==> src/rtl/controle_irrigacao.sv <==
`default_nettype none
// ============================================================================
// Module   : controle_irrigacao
// Purpose  : Irrigation sequencer that loads a BCD MM:SS countdown, decrements
//            it once per second and drives the sprinkler/drip valves.
// Revision : 1.0 - initial release
// ============================================================================
module controle_irrigacao #(
    parameter int         MIN_ASPERSAO    = 5,
    parameter int         MIN_GOTEJAMENTO = 10,
    parameter int         MIN_ESPECIFICO  = 2,
    parameter logic [2:0] NIVEL_MIN_ASP   = 3'd2
) (
    input  logic       clock,
    input  logic       resetN,
    input  logic       umSegundo,
    input  logic       buttonPulse,
    input  logic       aspersao,
    input  logic       gotejamento,
    input  logic       casoEspecifico,
    input  logic [2:0] nivelDagua,
    output logic [3:0] Us,
    output logic [3:0] Ds,
    output logic [3:0] Um,
    output logic [3:0] Dm,
    output logic       valvulaAspersao,
    output logic       valvulaGotejamento,
    output logic       ativo,
    output logic       fim,
    output logic       erro
);

    typedef enum logic [1:0] {
        OCIOSO   = 2'd0,
        CONTANDO = 2'd1,
        ERRO     = 2'd2
    } state_t;

    localparam logic [3:0] ASP_DEZ = 4'(MIN_ASPERSAO / 10);
    localparam logic [3:0] ASP_UNI = 4'(MIN_ASPERSAO % 10);
    localparam logic [3:0] GOT_DEZ = 4'(MIN_GOTEJAMENTO / 10);
    localparam logic [3:0] GOT_UNI = 4'(MIN_GOTEJAMENTO % 10);
    localparam logic [3:0] ESP_DEZ = 4'(MIN_ESPECIFICO / 10);
    localparam logic [3:0] ESP_UNI = 4'(MIN_ESPECIFICO % 10);

    state_t     state, state_nxt;
    logic       modo_asp, modo_asp_nxt;
    logic [3:0] us_nxt, ds_nxt, um_nxt, dm_nxt;
    logic       fim_nxt;
    logic       falta_agua;
    logic       contador_zero;

    // Level fault uses the mode latched at start, not the live request inputs.
    assign falta_agua    = (nivelDagua == 3'd0) || (modo_asp && (nivelDagua < NIVEL_MIN_ASP));
    assign contador_zero = ({Dm, Um, Ds, Us} == 16'h0000);

    always_comb begin
        state_nxt    = state;
        modo_asp_nxt = modo_asp;
        us_nxt       = Us;
        ds_nxt       = Ds;
        um_nxt       = Um;
        dm_nxt       = Dm;
        fim_nxt      = 1'b0;

        case (state)
            OCIOSO: begin
                if (buttonPulse && (aspersao != gotejamento)) begin
                    if ((nivelDagua == 3'd0) || (aspersao && (nivelDagua < NIVEL_MIN_ASP))) begin
                        state_nxt = ERRO;
                    end else begin
                        state_nxt    = CONTANDO;
                        modo_asp_nxt = aspersao;
                        us_nxt       = 4'd0;
                        ds_nxt       = 4'd0;
                        if (casoEspecifico) begin
                            dm_nxt = ESP_DEZ;
                            um_nxt = ESP_UNI;
                        end else if (aspersao) begin
                            dm_nxt = ASP_DEZ;
                            um_nxt = ASP_UNI;
                        end else begin
                            dm_nxt = GOT_DEZ;
                            um_nxt = GOT_UNI;
                        end
                    end
                end
            end

            CONTANDO: begin
                if (falta_agua) begin
                    state_nxt = ERRO;
                end else if (buttonPulse) begin
                    state_nxt = OCIOSO;
                end else if (umSegundo) begin
                    if (contador_zero) begin
                        state_nxt = OCIOSO;
                    end else begin
                        if (Us != 4'd0) begin
                            us_nxt = Us - 4'd1;
                        end else begin
                            us_nxt = 4'd9;
                            if (Ds != 4'd0) begin
                                ds_nxt = Ds - 4'd1;
                            end else begin
                                ds_nxt = 4'd5;
                                if (Um != 4'd0) begin
                                    um_nxt = Um - 4'd1;
                                end else begin
                                    um_nxt = 4'd9;
                                    dm_nxt = Dm - 4'd1;
                                end
                            end
                        end
                        if ({dm_nxt, um_nxt, ds_nxt, us_nxt} == 16'h0000) begin
                            state_nxt = OCIOSO;
                            fim_nxt   = 1'b1;
                        end
                    end
                end
            end

            ERRO: begin
                if (buttonPulse && (nivelDagua != 3'd0)) begin
                    state_nxt = OCIOSO;
                    us_nxt    = 4'd0;
                    ds_nxt    = 4'd0;
                    um_nxt    = 4'd0;
                    dm_nxt    = 4'd0;
                end
            end

            default: state_nxt = OCIOSO;
        endcase
    end

    always_ff @(posedge clock or negedge resetN) begin
        if (!resetN) begin
            state              <= OCIOSO;
            modo_asp           <= 1'b0;
            Us                 <= 4'd0;
            Ds                 <= 4'd0;
            Um                 <= 4'd0;
            Dm                 <= 4'd0;
            valvulaAspersao    <= 1'b0;
            valvulaGotejamento <= 1'b0;
            ativo              <= 1'b0;
            fim                <= 1'b0;
            erro               <= 1'b0;
        end else begin
            state              <= state_nxt;
            modo_asp           <= modo_asp_nxt;
            Us                 <= us_nxt;
            Ds                 <= ds_nxt;
            Um                 <= um_nxt;
            Dm                 <= dm_nxt;
            valvulaAspersao    <= (state_nxt == CONTANDO) && modo_asp_nxt;
            valvulaGotejamento <= (state_nxt == CONTANDO) && !modo_asp_nxt;
            ativo              <= (state_nxt == CONTANDO);
            fim                <= fim_nxt;
            erro               <= (state_nxt == ERRO);
        end
    end

endmodule
`default_nettype wire

==> config.mk <==
export PLATFORM = sky130hd
export DESIGN_NAME = controle_irrigacao
export DESIGN_NICKNAME = d
export VERILOG_FILES = /design/src/rtl/controle_irrigacao.sv
export SDC_FILE = /design/constraint.sdc
export NUM_CORES = 1
export LEC_CHECK = 0
export CAP_MARGIN = 10
export CORE_ASPECT_RATIO = 1.2
export CORE_UTILIZATION = 40
export CTS_CLUSTER_SIZE = 10
export DETAILED_ROUTE_END_ITERATION = 16
export PLACE_DENSITY = 0.74
export SLEW_MARGIN = 10
export SYNTH_ARGS = -nofsm -noshare
export SYNTH_HDL_FRONTEND = slang
export SYNTH_SLANG_ARGS = --single-unit
==> constraint.sdc <==
create_clock -name clock -period 3.5 [get_ports clock]
set_input_delay 0.875 -clock clock [delete_from_list [all_inputs] [get_ports clock]]
set_output_delay 0.875 -clock clock [all_outputs]
set_load 0.005 [all_outputs]
==> impl_metrics.csv, run 1 <==
group,metric,value,unit
global_route,grt_pass1_vias,1481,
layout,antenna_cells,0,
power,p_sw,720,µW
route,drt_pre_antenna_iters,4,
floorplanning,io_pins,31,
global_route,grt_max_degree,25,
yosys,yosysWarningCount,0,
run,cap_violations,0,
route,vias,1499,
run_status,status,"completed",
placement,io_buffers,30,
timing,worst-slew-pin-transition,618,ps
clocking,cts-root-buf,"clkbuf_8",
power,irDropWorstVdd,438,µV
clocking,cts_buffer_depth,2,
timing,slew_headroom,58.5,%
worst_setup_path,end_kind,"flop",
layout,fillers,371,
clocking,cts.htree.levels,1,
yosys,syn_nets,196,
worst_setup_path,crit_required,3660,ps
yosys,synthFlopType,"dfrtp_1",
clocking,path_clk_slew,90,ps
placement,place.gp.congestion,0.968,
global_route,antenna_found_initial,0,
clocking,tritoncts,"done",
timing,whs,514,ps
yosys,yosysSeqAreaShare,37.9,%
clocking,insertion_delay,260,ps
yosys,synth-seq-cells,24,
route,wirelength,3950,µm
layout,drive_above_1_share,6.57,%
global_route,grt_pass1_wl,6930,µm
clocking,post_cts_buffers,0,
timing,fin_crit_sh,82.5,%
yosys,yosys-top-cells-area,"dfrtp_1 38%, o21ai_0 6.0%, ha_1 4.7%, nor2_1 4.3%, nand2_1 4.0%",
power,power_density,812,nW/µm²
timing,drv_slew,0,
clocking,cts_made_buffers,3,
timing,rsz0062_at_grt,"false",
worst_setup_path,critPathMaxFanout,15,
clocking,postCtsHoldBufs,0,
worst_setup_path,cp.arrival,3050,ps
timing,fin_crit,2890,ps
timing,hold_viol,0,
route,via_per_inst,5.66,
floorplanning,rows,24,
timing,finClkSkew,2.70,ps
yosys,yosysUniqueCellTypes,51,
power,p_leak,0.850,nW
floorplanning,chipHeight,70.9,µm
power,internal_power,921,µW
route,wl_per_cell,14.9,µm
yosys,synth-edff-count,0,
yosys,post_synth.cell_area_avg,8.80,µm²
global_route,grt_overflow_total,0,
worst_setup_path,path_class,"in -> reg",
layout,syn2layout_area_growth,27.5,%
route,ant_nets,0,
floorplanning,design.core.area,3720,µm²
power,power_frac_comb,56.6,%
power,p_seq_share,28.6,%
floorplanning,die-area,4220,µm²
yosys,async_reset_ff_share,100,%
timing,finalSetupTns,0,ps
floorplanning,die_width,59.4,µm
yosys,synth.top_cell.area_share,37.9,%
yosys,synthCells,180,
route,drt_iter0_drc,82,
yosys,netlist_area,1580,µm²
worst_hold_path,hold_class,"reg -> reg",
yosys,yosysTopAreaCell,"dfrtp_1",
global_route,track_usage,20.8,%
worst_setup_path,critPathLaunchType,"input pin",
power,clkPwrFrac,14.7,%
layout,finalNetCount,230,
timing,setup_violations,0,
floorplanning,initial_utilization,42.5,%
placement,dpl.hpwl,2850,µm
timing,max_freq,0.346,GHz
route,drcViolationCount,0,
power,swShare,43.9,%
clocking,clock_sinks,24,
clocking,cts_resized,0,
==> routing by layer <==
layer | part of all wire [%] | GRT usage [%]
met2 | 48 | 33.7
met3 | 5.1 | 2.74
met5 | 0 | 0
met4 | 1.3 | 4.23
met1 | 46 | 29.5
==> logic make-up after synthesis <==
kind of cell / after synthesis / synth area share [%]
compound gates: 59 / 24.9
xor+xnor: 3 / 1.66
fa+ha+maj: 6 / 4.74
buf+inv: 16 / 4.34
flops: 24 / 37.9
mux: 2 / 1.34
simple gates: 70 / 25.1
==> worst max-delay path, cell delays in order <==
cell and delay [ps]:
clkdlybuf4s50_1 600, inv_1 120, o21ai_0 380, nand3_2 290
a21o_1 380, o41ai_1 390
==> registers in the layout (all words and copies together) (netlist names) <==
name / flops
valvulaAspersao: 1
modo_asp: 1
fim: 1
erro: 1
Dm: 4
Ds: 4
valvulaGotejamento: 1
state: 2
ativo: 1
Us: 4
Um: 4
==> cell usage in the layout (no fill, tap or decap), types with 3 or more instances in the layout <==
cell type / count
inv_1: 12
clkbuf_8: 3
ha_1: 6
o21ai_0: 19
nand2b_1: 4
nor3_1: 7
clkdlybuf4s50_1: 30
nor2_1: 18
o31ai_1: 4
or3_1: 3
and2_1: 3
buf_4: 3
nand3_1: 3
dfrtp_1: 24
xnor2_1: 3
nand2_1: 17
a21oi_1: 9
==> through the flow <==
stage	total power [mW]	area, µm²	utilization (%)	worst slack, ps	instances
6_report	1.64	2020	54.2	611	265
5_1_grt	1.78	2020	54.2	412	265
4_1_cts	1.64	2020	54.2	625	265
3_5_place_dp	1.40	1950	52.3	385	261
3_3_place_gp	1.38	1950	52.3	432	261
2_1_floorplan	1.08	1580	-	1270	180
==> synth_stat cells, types with 2 or more instances <==
cell type	count
nor2_1	18
and2_1	3
nand2_1	17
or3_1	3
o21a_1	2
nand2b_1	4
buf_4	2
xnor2_1	3
o2111ai_1	2
o21ai_0	19
dfrtp_1	24
ha_1	6
o221ai_1	2
o211ai_1	2
o311a_1	2
a32oi_1	2
nor3_1	7
o21ai_1	2
o41ai_1	2
o31ai_1	4
nand4_1	2
nand3_1	3
a21oi_1	9
a22o_1	2
inv_1	12
==> cell type report <==
| cell class | instances | area [µm²] | share of cell area, % |
|---|---|---|---|
| multi-input cells | 140 | 915 | 45.3 |
| flip-flops and latches | 24 | 601 | 29.7 |
| repair buffers | 33 | 323 | 16.0 |
| well taps | 52 | 65.1 | 3.22 |
| inverters | 12 | 45.0 | 2.23 |
| clock buffers | 3 | 41.3 | 2.04 |
| clock inverters | 1 | 30.0 | 1.49 |
==> path summary, 6_finish.rpt <==
| check | startpoint | to | slack (ps) | cells after the start |
|---|---|---|---|---|
| setup / recovery | buttonPulse | Dm[2]$_DFFE_PN0P_ | 610 | 6 |
| hold / removal | Dm[2]$_DFFE_PN0P_ | Dm[2]$_DFFE_PN0P_ | 510 | 1 |
| setup reg to reg | Us[1]$_DFFE_PN0P_ | valvulaGotejamento$_DFF_PN0_ | 1130 | 6 |
| hold reg to reg | Dm[2]$_DFFE_PN0P_ | Dm[2]$_DFFE_PN0P_ | 510 | 1 |
| max in group asynchronous | resetN | state[1]$_DFF_PN0_ | 2300 | 2 |
| min in group asynchronous | resetN | Us[3]$_DFFE_PN0P_ | 960 | 2 |
==> power groups by stage <==
stage | sequential [mW] | combinational [mW] | clock [mW]
after floorplan | 0.457 | 0.621 | 0
after global placement | 0.474 | 0.907 | 0
after detailed placement | 0.475 | 0.921 | 0
after CTS | 0.469 | 0.925 | 0.248
after global routing | 0.484 | 1.04 | 0.263
final | 0.470 | 0.929 | 0.242
No activity file was read; power rests on OpenSTA's default activity.
==> inputs of run 2 (changes only) <==
==> constraint.sdc (replaced) <==
create_clock -name clock -period 2.9 [get_ports clock]
set_input_delay 0.725 -clock clock [delete_from_list [all_inputs] [get_ports clock]]
set_output_delay 0.725 -clock clock [all_outputs]
set_load 0.005 [all_outputs]
==> run 2 against run 1 <==
Effect of this change:
- sequential power is 20% higher
- flip-flop and latch count unchanged
- total power is 16% higher
- largest power group unchanged
- largest cell class unchanged
==> impl_metrics.csv, run 2 (synthesized netlist as in run 1, its figures left out) <==
group,metric,value,unit
power,power_frac_comb,58.7,%
worst_setup_path,r2r_start,"Us[1]$_DFFE_PN0P_",
power,p_sw,852,µW
clocking,cts_resized,0,
placement,dp_slack,177,ps
worst_setup_path,r2r_setup_slack,550,ps
route,via_per_inst,5.52,
clocking,postCtsHoldBufs,0,
clocking,path_clk_slew,90,ps
layout,finalNetCount,232,
global_route,grt_overflow_total,0,
global_route,grt_pass1_vias,1308,
layout,fillers,356,
worst_setup_path,crit_required,3060,ps
worst_hold_path,hold_class,"reg -> reg",
power,total_power,1.91,mW
floorplanning,design.core.area,3720,µm²
worst_setup_path,path_cells,"clkdlybuf4s50_1 -> inv_1 -> o21ai_0 -> nand3_2 -> a21o_1 -> o41ai_1",
route,drt_iter0_drc,63,
worst_setup_path,path_class,"in -> reg",
run,cap_violations,0,
worst_setup_path,slowest_stage,"clkdlybuf4s50_1",
route,drt_pre_antenna_iters,4,
timing,drv_slew,0,
power,p_leak,0.853,nW
worst_setup_path,r2r-end,"Dm[1]$_DFFE_PN0P_",
timing,whs,507,ps
floorplanning,initial_utilization,42.5,%
floorplanning,io_pins,31,
floorplanning,chipHeight,70.9,µm
clocking,cts.htree.levels,1,
global_route,antenna_found_initial,0,
route,wirelength,3660,µm
timing,fin_crit_sh,84.7,%
timing,max_freq,0.407,GHz
timing,fin_crit,2460,ps
worst_setup_path,max_stage_delay,580,ps
route,vias,1474,
worst_setup_path,reg2reg_depth,6,
timing,rsz0062_at_grt,"false",
clocking,cts-root-buf,"clkbuf_8",
placement,io_buffers,30,
clocking,cts_buffer_depth,2,
clocking,cts_made_buffers,3,
timing,finClkSkew,6.93,ps
clocking,clock_sinks,24,
power,clkPwrFrac,11.7,%
global_route,track_usage,18.3,%
route,drcViolationCount,0,
layout,drive_above_1_share,7.44,%
floorplanning,rows,24,
timing,slew_headroom,62.9,%
power,power_density,946,nW/µm²
global_route,grt_max_degree,25,
power,internal_power,1.06,mW
worst_setup_path,cp.arrival,2620,ps
worst_setup_path,end_kind,"flop",
clocking,post_cts_buffers,0,
power,irDropWorstVdd,440,µV
worst_setup_path,critPathLaunchType,"input pin",
timing,worst-slew-pin-transition,552,ps
placement,place.gp.congestion,0.984,
power,p_seq_share,29.6,%
timing,setup_violations,0,
route,wl_per_cell,13.7,µm
global_route,grt_pass1_wl,6010,µm
floorplanning,die-area,4220,µm²
worst_setup_path,cp-startpoint,"buttonPulse",
clocking,insertion_delay,260,ps
layout,mostFrequentLayoutCell,"clkdlybuf4s50_1",
layout,final_cell_mix,"30 x clkdlybuf4s50_1, 24 x dfrtp_1, 19 x o21ai_0",
timing,hold_viol,0,
timing,layout_setup_ws,444,ps
placement,dpl.hpwl,2690,µm
layout,syn2layout_area_growth,27.4,%
layout,antenna_cells,0,
timing,finalSetupTns,0,ps
clocking,tritoncts,"done",
worst_setup_path,endpoint,"Dm[2]$_DFFE_PN0P_",
power,swShare,44.6,%
route,ant_nets,0,
worst_setup_path,critPathMaxFanout,15,
run_status,status,"completed",
floorplanning,die_width,59.4,µm
-- run 2: area by class of cell --
cell class / instances / area, µm² / share of cell area [%]
clock buffer: 4 / 55.1 / 2.73
sequential: 24 / 601 / 29.8
inverter: 12 / 45.0 / 2.23
tap: 52 / 65.1 / 3.22
multi-input combinational: 140 / 915 / 45.3
timing repair buffer: 35 / 338 / 16.7
-- run 2: worst min-delay path by stage --
stage,from,depth (start not counted),to,slack (ps)
floorplan,resetN,0,Dm[0]$_DFFE_PN0P_,430
global placement,Dm[2]$_DFFE_PN0P_,1,Dm[2]$_DFFE_PN0P_,500
detailed placement,Dm[2]$_DFFE_PN0P_,1,Dm[2]$_DFFE_PN0P_,500
CTS,Dm[2]$_DFFE_PN0P_,1,Dm[2]$_DFFE_PN0P_,510
global route,Dm[2]$_DFFE_PN0P_,1,Dm[2]$_DFFE_PN0P_,540
finish,Dm[2]$_DFFE_PN0P_,1,Dm[2]$_DFFE_PN0P_,510
-- run 2: worst max-delay path, delay by kind of cell --
family	cells	cell delay, ps
AO/OA/AOI/OAI	3	1050
buffers and inverters	2	690
AND/OR/NAND/NOR	1	140
-- run 2: metrics by stage --
step | area (µm²) | instances | utilization, %
final | 2020 | 267 | 54.2
after global routing | 2020 | 267 | 54.2
after CTS | 2020 | 267 | 54.2
after detailed placement | 1960 | 263 | 52.7
after global placement | 1960 | 263 | 52.7
after floorplan | 1580 | 180 | -
-- run 2: metal layers --
metal | wire (µm) | track usage [%] | vias up | share of wire (%)
li1 | - | - | 737 | -
met2 | 1720 | 28.6 | 42 | 47
met5 | 0 | 0 | - | 0
met4 | 65 | 6.61 | 0 | 1.8
met3 | 159 | 2.38 | 6 | 4.3
met1 | 1720 | 25.5 | 689 | 47
-- run 2: power by group through the flow --
stage / logic, mW / registers (mW) / clock network, mW
floorplan: 0.750 / 0.551 / 0
global placement: 1.10 / 0.571 / 0
detailed placement: 1.11 / 0.571 / 0
CTS: 1.12 / 0.564 / 0.233
global route: 1.25 / 0.580 / 0.248
finish: 1.12 / 0.565 / 0.223
